### src/rtl/alu_iter_if.sv
// Request/response bundle for the iterative ALU.
// Latency: n/a (wires only).
// Backpressure: valid/ready on both request and response channels.
interface alu_iter_if;
  logic        in_valid;
  logic        in_ready;
  logic [31:0] x;
  logic [31:0] y;
  logic [2:0]  op;
  logic        out_valid;
  logic        out_ready;
  logic [31:0] z;
  logic        equal;
  logic        overflow;
  logic        zero;

  // Requester side: issues operations and takes results.
  modport master (
    output in_valid, x, y, op, out_ready,
    input  in_ready, out_valid, z, equal, overflow, zero
  );

  // ALU side: accepts operations and presents results.
  modport slave (
    input  in_valid, x, y, op, out_ready,
    output in_ready, out_valid, z, equal, overflow, zero
  );
endinterface

### src/rtl/alu_iter.sv
// Iterative 32-bit ALU: logic/arith in one cycle, shifts one bit per cycle.
// Latency: result visible 1 cycle after accept (non-shift), 1+shamt cycles for shifts.
// Backpressure: one transaction in flight; result held until out_ready, no request taken meanwhile.
module alu_iter #(
  parameter int WIDTH = 32
) (
  input logic       clk,
  input logic       rst_n,
  alu_iter_if.slave bus
);

  localparam logic [2:0] ALU_AND = 3'd0;
  localparam logic [2:0] ALU_OR  = 3'd1;
  localparam logic [2:0] ALU_ADD = 3'd2;
  localparam logic [2:0] ALU_SUB = 3'd3;
  localparam logic [2:0] ALU_SLT = 3'd4;
  localparam logic [2:0] ALU_SRL = 3'd5;
  localparam logic [2:0] ALU_SLL = 3'd6;
  localparam logic [2:0] ALU_SRA = 3'd7;

  typedef enum logic [1:0] {IDLE, SHIFT, DONE} state_t;

  state_t           state;
  logic [2:0]       op_q;
  logic [4:0]       count;
  logic [WIDTH-1:0] z_q;
  logic             equal_q;
  logic             overflow_q;
  logic             zero_q;

  logic [WIDTH-1:0] sum;
  logic [WIDTH-1:0] diff;
  logic [WIDTH-1:0] res;
  logic             res_ovf;
  logic [WIDTH-1:0] z_shift;

  // Handshake readiness is a pure decode of the state register.
  assign bus.in_ready  = (state == IDLE);
  assign bus.out_valid = (state == DONE);
  assign bus.z         = z_q;
  assign bus.equal     = equal_q;
  assign bus.overflow  = overflow_q;
  assign bus.zero      = zero_q;

  // Single-cycle result for the incoming request; shifts just load x.
  always_comb begin
    sum     = bus.x + bus.y;
    diff    = bus.x - bus.y;
    res     = bus.x;
    res_ovf = 1'b0;
    case (bus.op)
      ALU_AND: res = bus.x & bus.y;
      ALU_OR:  res = bus.x | bus.y;
      ALU_ADD: begin
        res     = sum;
        res_ovf = (bus.x[WIDTH-1] == bus.y[WIDTH-1]) && (sum[WIDTH-1] != bus.x[WIDTH-1]);
      end
      ALU_SUB: begin
        res     = diff;
        res_ovf = (bus.x[WIDTH-1] != bus.y[WIDTH-1]) && (diff[WIDTH-1] != bus.x[WIDTH-1]);
      end
      // Signed compare directly, so the answer is right even when x-y overflows.
      ALU_SLT: res = {{(WIDTH-1){1'b0}}, ($signed(bus.x) < $signed(bus.y))};
      default: res = bus.x;
    endcase
  end

  // One-bit step of the latched shift operation.
  always_comb begin
    z_shift = z_q;
    case (op_q)
      ALU_SRL: z_shift = {1'b0, z_q[WIDTH-1:1]};
      ALU_SLL: z_shift = {z_q[WIDTH-2:0], 1'b0};
      ALU_SRA: z_shift = {z_q[WIDTH-1], z_q[WIDTH-1:1]};
      default: z_shift = z_q;
    endcase
  end

  // Control FSM with registered result and flags.
  always_ff @(posedge clk or negedge rst_n) begin
    if (!rst_n) begin
      state      <= IDLE;
      op_q       <= ALU_AND;
      count      <= 5'd0;
      z_q        <= '0;
      equal_q    <= 1'b0;
      overflow_q <= 1'b0;
      zero_q     <= 1'b0;
    end else begin
      case (state)
        IDLE: begin
          if (bus.in_valid) begin
            op_q       <= bus.op;
            equal_q    <= (bus.x == bus.y);
            overflow_q <= res_ovf;
            z_q        <= res;
            zero_q     <= (res == '0);
            count      <= bus.y[4:0];
            state      <= DONE;
            if ((bus.op == ALU_SRL || bus.op == ALU_SLL || bus.op == ALU_SRA) &&
                (bus.y[4:0] != 5'd0))
              state <= SHIFT;
          end
        end
        SHIFT: begin
          z_q    <= z_shift;
          zero_q <= (z_shift == '0);
          count  <= count - 5'd1;
          if (count == 5'd1)
            state <= DONE;
        end
        DONE: begin
          if (bus.out_ready)
            state <= IDLE;
        end
        default: state <= IDLE;
      endcase
    end
  end

endmodule

### src/flat_wrapper.sv
// flat-port wrapper written by rule: the top's interface ports become plain ports
module alu_iter_flat 
#(
  parameter int WIDTH = 32
)
  (clk, rst_n, bus_in_valid, bus_x, bus_y, bus_op, bus_out_ready, bus_in_ready, bus_out_valid, bus_z, bus_equal, bus_overflow, bus_zero);
  alu_iter_if bus_i ();
  input logic clk;
  input logic rst_n;
  input wire logic [$bits(bus_i.in_valid)-1:0] bus_in_valid;
  input wire logic [$bits(bus_i.x)-1:0] bus_x;
  input wire logic [$bits(bus_i.y)-1:0] bus_y;
  input wire logic [$bits(bus_i.op)-1:0] bus_op;
  input wire logic [$bits(bus_i.out_ready)-1:0] bus_out_ready;
  output wire logic [$bits(bus_i.in_ready)-1:0] bus_in_ready;
  output wire logic [$bits(bus_i.out_valid)-1:0] bus_out_valid;
  output wire logic [$bits(bus_i.z)-1:0] bus_z;
  output wire logic [$bits(bus_i.equal)-1:0] bus_equal;
  output wire logic [$bits(bus_i.overflow)-1:0] bus_overflow;
  output wire logic [$bits(bus_i.zero)-1:0] bus_zero;
  assign bus_i.in_valid = bus_in_valid;
  assign bus_i.x = bus_x;
  assign bus_i.y = bus_y;
  assign bus_i.op = bus_op;
  assign bus_i.out_ready = bus_out_ready;
  assign bus_in_ready = bus_i.in_ready;
  assign bus_out_valid = bus_i.out_valid;
  assign bus_z = bus_i.z;
  assign bus_equal = bus_i.equal;
  assign bus_overflow = bus_i.overflow;
  assign bus_zero = bus_i.zero;
  alu_iter #(.WIDTH(WIDTH)) u_core (.clk(clk), .rst_n(rst_n), .bus(bus_i));
endmodule
### config.mk
export PLATFORM = sky130hd
export DESIGN_NAME = alu_iter_flat
export DESIGN_NICKNAME = d
export VERILOG_FILES = /design/src/rtl/alu_iter_if.sv /design/src/rtl/alu_iter.sv /design/src/flat_wrapper.sv
export SDC_FILE = /design/constraint.sdc
export NUM_CORES = 1
export LEC_CHECK = 0
export CAP_MARGIN = 10
export CORE_ASPECT_RATIO = 1.2
export CORE_MARGIN = 5
export CORE_UTILIZATION = 50
export DETAILED_ROUTE_END_ITERATION = 8
export PLACE_DENSITY = 0.85
export SETUP_SLACK_MARGIN = 0.05
export SLEW_MARGIN = 20
export SYNTH_ARGS = -nofsm -noshare
export SYNTH_HDL_FRONTEND = slang
export SYNTH_SLANG_ARGS = --single-unit
### constraint.sdc
create_clock -name clk -period 6 [get_ports clk]
set_clock_uncertainty 0.2 [all_clocks]
set_input_delay 0.9 -clock clk [delete_from_list [all_inputs] [get_ports clk]]
set_output_delay 0.9 -clock clk [all_outputs]
set_load 0.01 [all_outputs]
Word-level counts from Yosys, hierarchy flattened:

Cells that the tools add are included.

* add/sub/neg operators: 3
* order comparisons: 1
* equal/unequal tests: 21
* multiplexer cells: 14
* bitwise logic cells: 2
* reduce and logical (&&, ||, !) cells: 14

Operator list (number)
* $pmux 32 s5: 1
* $pmux 32 s3: 1
* $logic_not 32->1: 2
* $pmux 32 s2: 1
* $add 32x32->32: 1
* $and 32x32->32: 1
* $eq 32x32->1: 1
* $lt 32x32->1: 1
* $mux 32: 1
* $or 32x32->32: 1
* $sub 32x32->32: 1
* $eq 3x3->1 const B: 7
* $pmux 5 s2: 1
* $mux 2: 4
* $eq 3x2->1 const B: 2
* $pmux 2 s3: 1
* $eq 5x1->1 const B: 1
* $mux 5: 1
* $reduce_bool 5->1: 1
* $sub 5x1->5 const B: 1
* $ne 2x2->1 const B: 2
* $pmux 1 s2: 2
* $reduce_and 2->1: 2
* $eq 3x1->1 const B: 1
* other kinds (12): 17

* flip-flop bits (word level): 45
* bits of input ports: 71
* output and inout bits: 37
* logic and storage cells: 62

Logic depth before layout (Yosys ltp):

* depth in word-level cells: 7
* depth in mapped cells: 15
* gate-level depth less buffers: 15

Least setup slack after synthesis:

OpenSTA, ideal clock, no wires.

* kind: input port to flip-flop
* from: input port bus_x[0]
* to: register u_core.zero_q (netlist: u_core.bus.zero)
* library setup time: 0.077 ns
* arrival time: 4.310 ns
* data required time: 5.723 ns
* slack: 1.413 ns
* cell stages on the path: 15
* buffers on the path: 0
* path through: inv_1 ha_1 inv_1 fa_1 nor2b_1 o21ai_0 a21oi_1 o41a_1 nor3_1 mux2_1 a2111o_1 or4_1 a2111oi_2 o2111ai_1 o21ai_1

* cells in the longest elaborated chain, start to end: 5
* elaborated cells on any way between the ends: 9
* classes of those cells: add/sub: 2; order compare: 1; mux: 3; bitwise: 2; reduce/logical: 1

Ends and longest elaborated chain
* from (decl): RTL line flat_wrapper.sv:11 `input wire logic [$bits(bus_i.x)-1:0] bus_x;`
* $sub 32x32->32, or another cell as far along: RTL line alu_iter.sv:48 `diff = bus.x - bus.y;`
* $pmux 32 s5 (*): RTL line alu_iter.sv:51 `case (bus.op)`
* $logic_not 32->1 (*): RTL line alu_iter.sv:97 `zero_q <= (res == '0);`
* $mux 1 (*): RTL line alu_iter.sv:92 `if (bus.in_valid) begin`
* $pmux 1 s2 (*): RTL line alu_iter.sv:90 `case (state)`
* to (signal assigned): RTL line alu_iter.sv:97
* to (signal assigned): RTL line alu_iter.sv:107 `zero_q <= (z_shift == '0);`
* to (decl): RTL line alu_iter.sv:29 `logic zero_q;`

Every way passes the cells marked *; elsewhere a longest branch is shown, timed or not. The select of a mux whose other input is x is not followed.
A chain may end at the register's enable or synchronous reset.

Final worst setup path:

* from: input port bus_y[4]
* to: register u_core.zero_q (netlist: u_core.bus.zero)

* cells in the longest elaborated chain, start to end: 5
* elaborated cells on any way between the ends: 9
* classes of those cells: add/sub: 2; order compare: 1; mux: 3; bitwise: 2; reduce/logical: 1

Ends and longest elaborated chain
* from (decl): RTL line flat_wrapper.sv:12 `input wire logic [$bits(bus_i.y)-1:0] bus_y;`
* $sub 32x32->32, or another cell as far along: RTL line alu_iter.sv:48
* $pmux 32 s5 (*): RTL line alu_iter.sv:51
* $logic_not 32->1 (*): RTL line alu_iter.sv:97
* $mux 1 (*): RTL line alu_iter.sv:92
* $pmux 1 s2 (*): RTL line alu_iter.sv:90

Marks and branches as above.

==> impl_metrics.env <==
export IMPL_outcome="finished, final reports clean"
export IMPL_hpwl_um=25180
export IMPL_path_class="input port to flip-flop"
export IMPL_synth_cell_types=87
export IMPL_synth_top_area_share_pct=14.81
export IMPL_grt_util_met3_pct=4.760
export IMPL_post_cts_buffers=0
export IMPL_layout_common_cells="106 x nor2_1, 106 x a21oi_1, 106 x clkdlybuf4s50_1"
export IMPL_fp_row_count=52
export IMPL_hold_viol_final=0
export IMPL_die_height_um=154.5
export IMPL_setup_viol=0
export IMPL_num_vias=10460
export IMPL_cp_slowest_stage_delay_ns=0.87
export IMPL_area_delta_synth_final_pct=15.84
export IMPL_use_met2_pct=49.32
export IMPL_crit_family="compound AO/OA/AOI/OAI gates"
export IMPL_dieArea_mm2=0.02015
export IMPL_antenna_found_initial=0
export IMPL_required_ns=6.01
export IMPL_period_share_pct=89.56
export IMPL_finalMaxSlewViolations=0
export IMPL_post_synth_top_area_cell="ha_1"
export IMPL_nets=1475
export IMPL_busiest_layer="met2"
export IMPL_synth_area_leaders="ha_1 15%, dfrtp_1 13%, a22o_1 6.4%, a21oi_1 6.1%, o21ai_0 6.0%"
export IMPL_wirelength_um=33350
export IMPL_max_freq_mhz=186.1
export IMPL_power_leakage_uw=0.004295
export IMPL_cp_slowest_cell="o31ai_1"
export IMPL_ff2ff_setup_slack_ns=2.01
export IMPL_netlist_area_mm2=0.008702
export IMPL_ioPinCount=108
export IMPL_min_delay_path_class="flip-flop to flip-flop"
export IMPL_ir_drop_mv=0.2124
export IMPL_drc=0
export IMPL_synth_simple_area_share_pct=20.79
export IMPL_path_depth=14
export IMPL_coreArea_mm2=0.01698
export IMPL_via_per_inst=6.910
export IMPL_grt_pass1_vias=9698
export IMPL_numCtsBuffers=5
export IMPL_path_clk_slew_ns=0.06
export IMPL_first_iter_violations=1431
export IMPL_fin_area_mm2=0.01008
export IMPL_synthArstFlopShare_pct=100.0
export IMPL_endpoint="u_core.bus.zero"
export IMPL_ys_flop_type="dfrtp_1"
export IMPL_numPortBuffers=107
export IMPL_drv_cap=0
export IMPL_htreeDepth=2
export IMPL_gr_usage_met1_pct=42.47
export IMPL_synthAdderAreaFrac_pct=15.27
export IMPL_yosys_warnings=0
export IMPL_synth_top_family_by_area="compound AO/OA/AOI/OAI gates"
export IMPL_grt_max_degree=46
export IMPL_ant_nets=0
export IMPL_grt_pass1_wl_um=51840
export IMPL_cts_tree="yes"
export IMPL_cp_num_buf_inv=2
export IMPL_worstPathArrival_ns=5.38
export IMPL_grt_overflow=0
export IMPL_critPathLaunch="bus_y[4]"
export IMPL_startpoint_type="input port"
export IMPL_yosysSeqAreaShare_pct=12.94
export IMPL_postPlaceCellArea_mm2=0.009948
export IMPL_fin_crit_ns=5.373
export IMPL_worst_pin_slew_ns=1.048
export IMPL_cp_max_fo=10
export IMPL_place_congestion=1.043
export IMPL_fill_cells=1586
export IMPL_synth_compound_area_share_pct=40.65
export IMPL_clock_path_buffers=2
export IMPL_hp_start="u_core.count[0]"
export IMPL_start_util_pct=51.25
export IMPL_die_x_um=130.4
export IMPL_firstDrtPassIters=8
export IMPL_cp_end_kind="flip-flop"
export IMPL_avgSynthCellArea_um2=7.023
export IMPL_rsz0062_at_grt="no"
export IMPL_setup_tns_ns=0
export IMPL_synth_cells=1239
export IMPL_synth_edf_count=0
export IMPL_syn_nets=1415
export IMPL_detail_route_wl_per_cell_um=22.03
export IMPL_maxSlewHeadroom_pct=29.57
export IMPL_cts_resized=0
export IMPL_postCtsHoldBufs=0
export IMPL_rr_worst_depth=11
export IMPL_synth_xor_area_share_pct=1.409
export IMPL_path_cells="clkdlybuf4s50_1, inv_1, ha_1, a21oi_1, o221ai_1, a31oi_1, o31ai_1, a21oi_1, o2111a_1, o32ai_1, o2111ai_1, a2111oi_2, o2111ai_1, o21ai_1"
export IMPL_drive_above_1_share_pct=5.470
export IMPL_r2r_start="u_core.state[0]"
export IMPL_clk_latency_ns=0.29
export IMPL_crit_reg2reg_capture="u_core.bus.zero"
export IMPL_power_density_mw_per_mm2=273.0
export IMPL_diodes=0
export IMPL_ys_seq_elements=45
export IMPL_grtUsageTotal_pct=31.52
export IMPL_numClockSinks=45
export IMPL_yosys_mux_area_fraction_pct=0.4889
export IMPL_cts_root_buf="clkbuf_16"
==> power by group <==
part,switching (uW),internal (uW)
Combinational,1060,798
Sequential,195,437
Clock,111,149
Total,1370,1380
==> synth_stat cells, types with 15 or more instances <==
cell	instances
a22o_1	64
nand3_1	19
a22oi_1	23
o211ai_1	15
clkbuf_1	70
ha_1	103
o21ai_0	104
nor2b_1	17
dfrtp_1	45
nand4_1	15
a21o_1	15
inv_1	97
nand2_1	104
nor2_1	106
nor3_1	34
a21oi_1	106
nor4_1	16
==> area by class of cell <==
type                       instances  area (um2)  share of cell area [%]
multi-input combinational       1004        6848                   67.93
timing repair buffer             141        1324                   13.13
sequential                        45        1126                   11.17
inverter                         102       382.9                   3.798
tap                              216       270.3                   2.681
clock buffer                       5       125.1                   1.241
clock inverter                     1       5.005                 0.04965
==> flip-flops by register name, summed over array words and instances, names as in the netlist <==
| signal | count |
|---|---|
| u_core.bus.z | 32 |
| u_core.count | 5 |
| u_core.state | 2 |
| u_core.op_q | 3 |
| u_core.bus.zero | 1 |
| u_core.bus.equal | 1 |
| u_core.bus.overflow | 1 |
==> per-layer routing <==
| layer | up-vias | part of all wire (%) |
|---|---|---|
| met5 | - | 0 |
| met1 | 4816 | 39 |
| met2 | 760 | 44 |
| li1 | 4741 | - |
| met3 | 145 | 11 |
| met4 | 0 | 5.2 |
==> stage by stage <==
step                      hold WS, ns  cells  total power (uW)  util (%)  worst slack [ns]
after floorplan                0.2887   1239              1751         -             1.413
after global placement         0.3233   1508              2377     58.58            0.6262
after detailed placement       0.3336   1508              2419     58.58            0.5750
after CTS                      0.3472   1514              2691     59.35            0.8291
after global routing           0.3782   1514              2911     59.36            0.4939
final                          0.3458   1514              2752     59.36            0.6266
==> worst reg2reg max path: cells and delay by family, from the launching register on <==
kind                   cells  cell delay, ns
and+or+nand+nor            4            1.29
AOI/OAI and AO/OA          5            1.27
buffers and inverters      2            0.59
DFF                        1            0.57
==> worst min path at each step <==
stage | end | depth (start not counted)
2_1_floorplan | u_core.count[0] | 1
3_3_place_gp | u_core.count[3] | 1
3_5_place_dp | u_core.count[2] | 1
4_1_cts | u_core.count[0] | 1
5_1_grt | u_core.count[2] | 1
6_report | u_core.count[0] | 1
==> cells by family after synthesis <==
logic type	Yosys count
adder cells (fa/ha/maj)	105
flip-flops	45
XOR/XNOR	14
buffers and inverters	190
AND/OR/NAND/NOR	373
AO/OA/AOI/OAI	508
multiplexers	4
No activity file was read; power rests on OpenSTA's default activity.
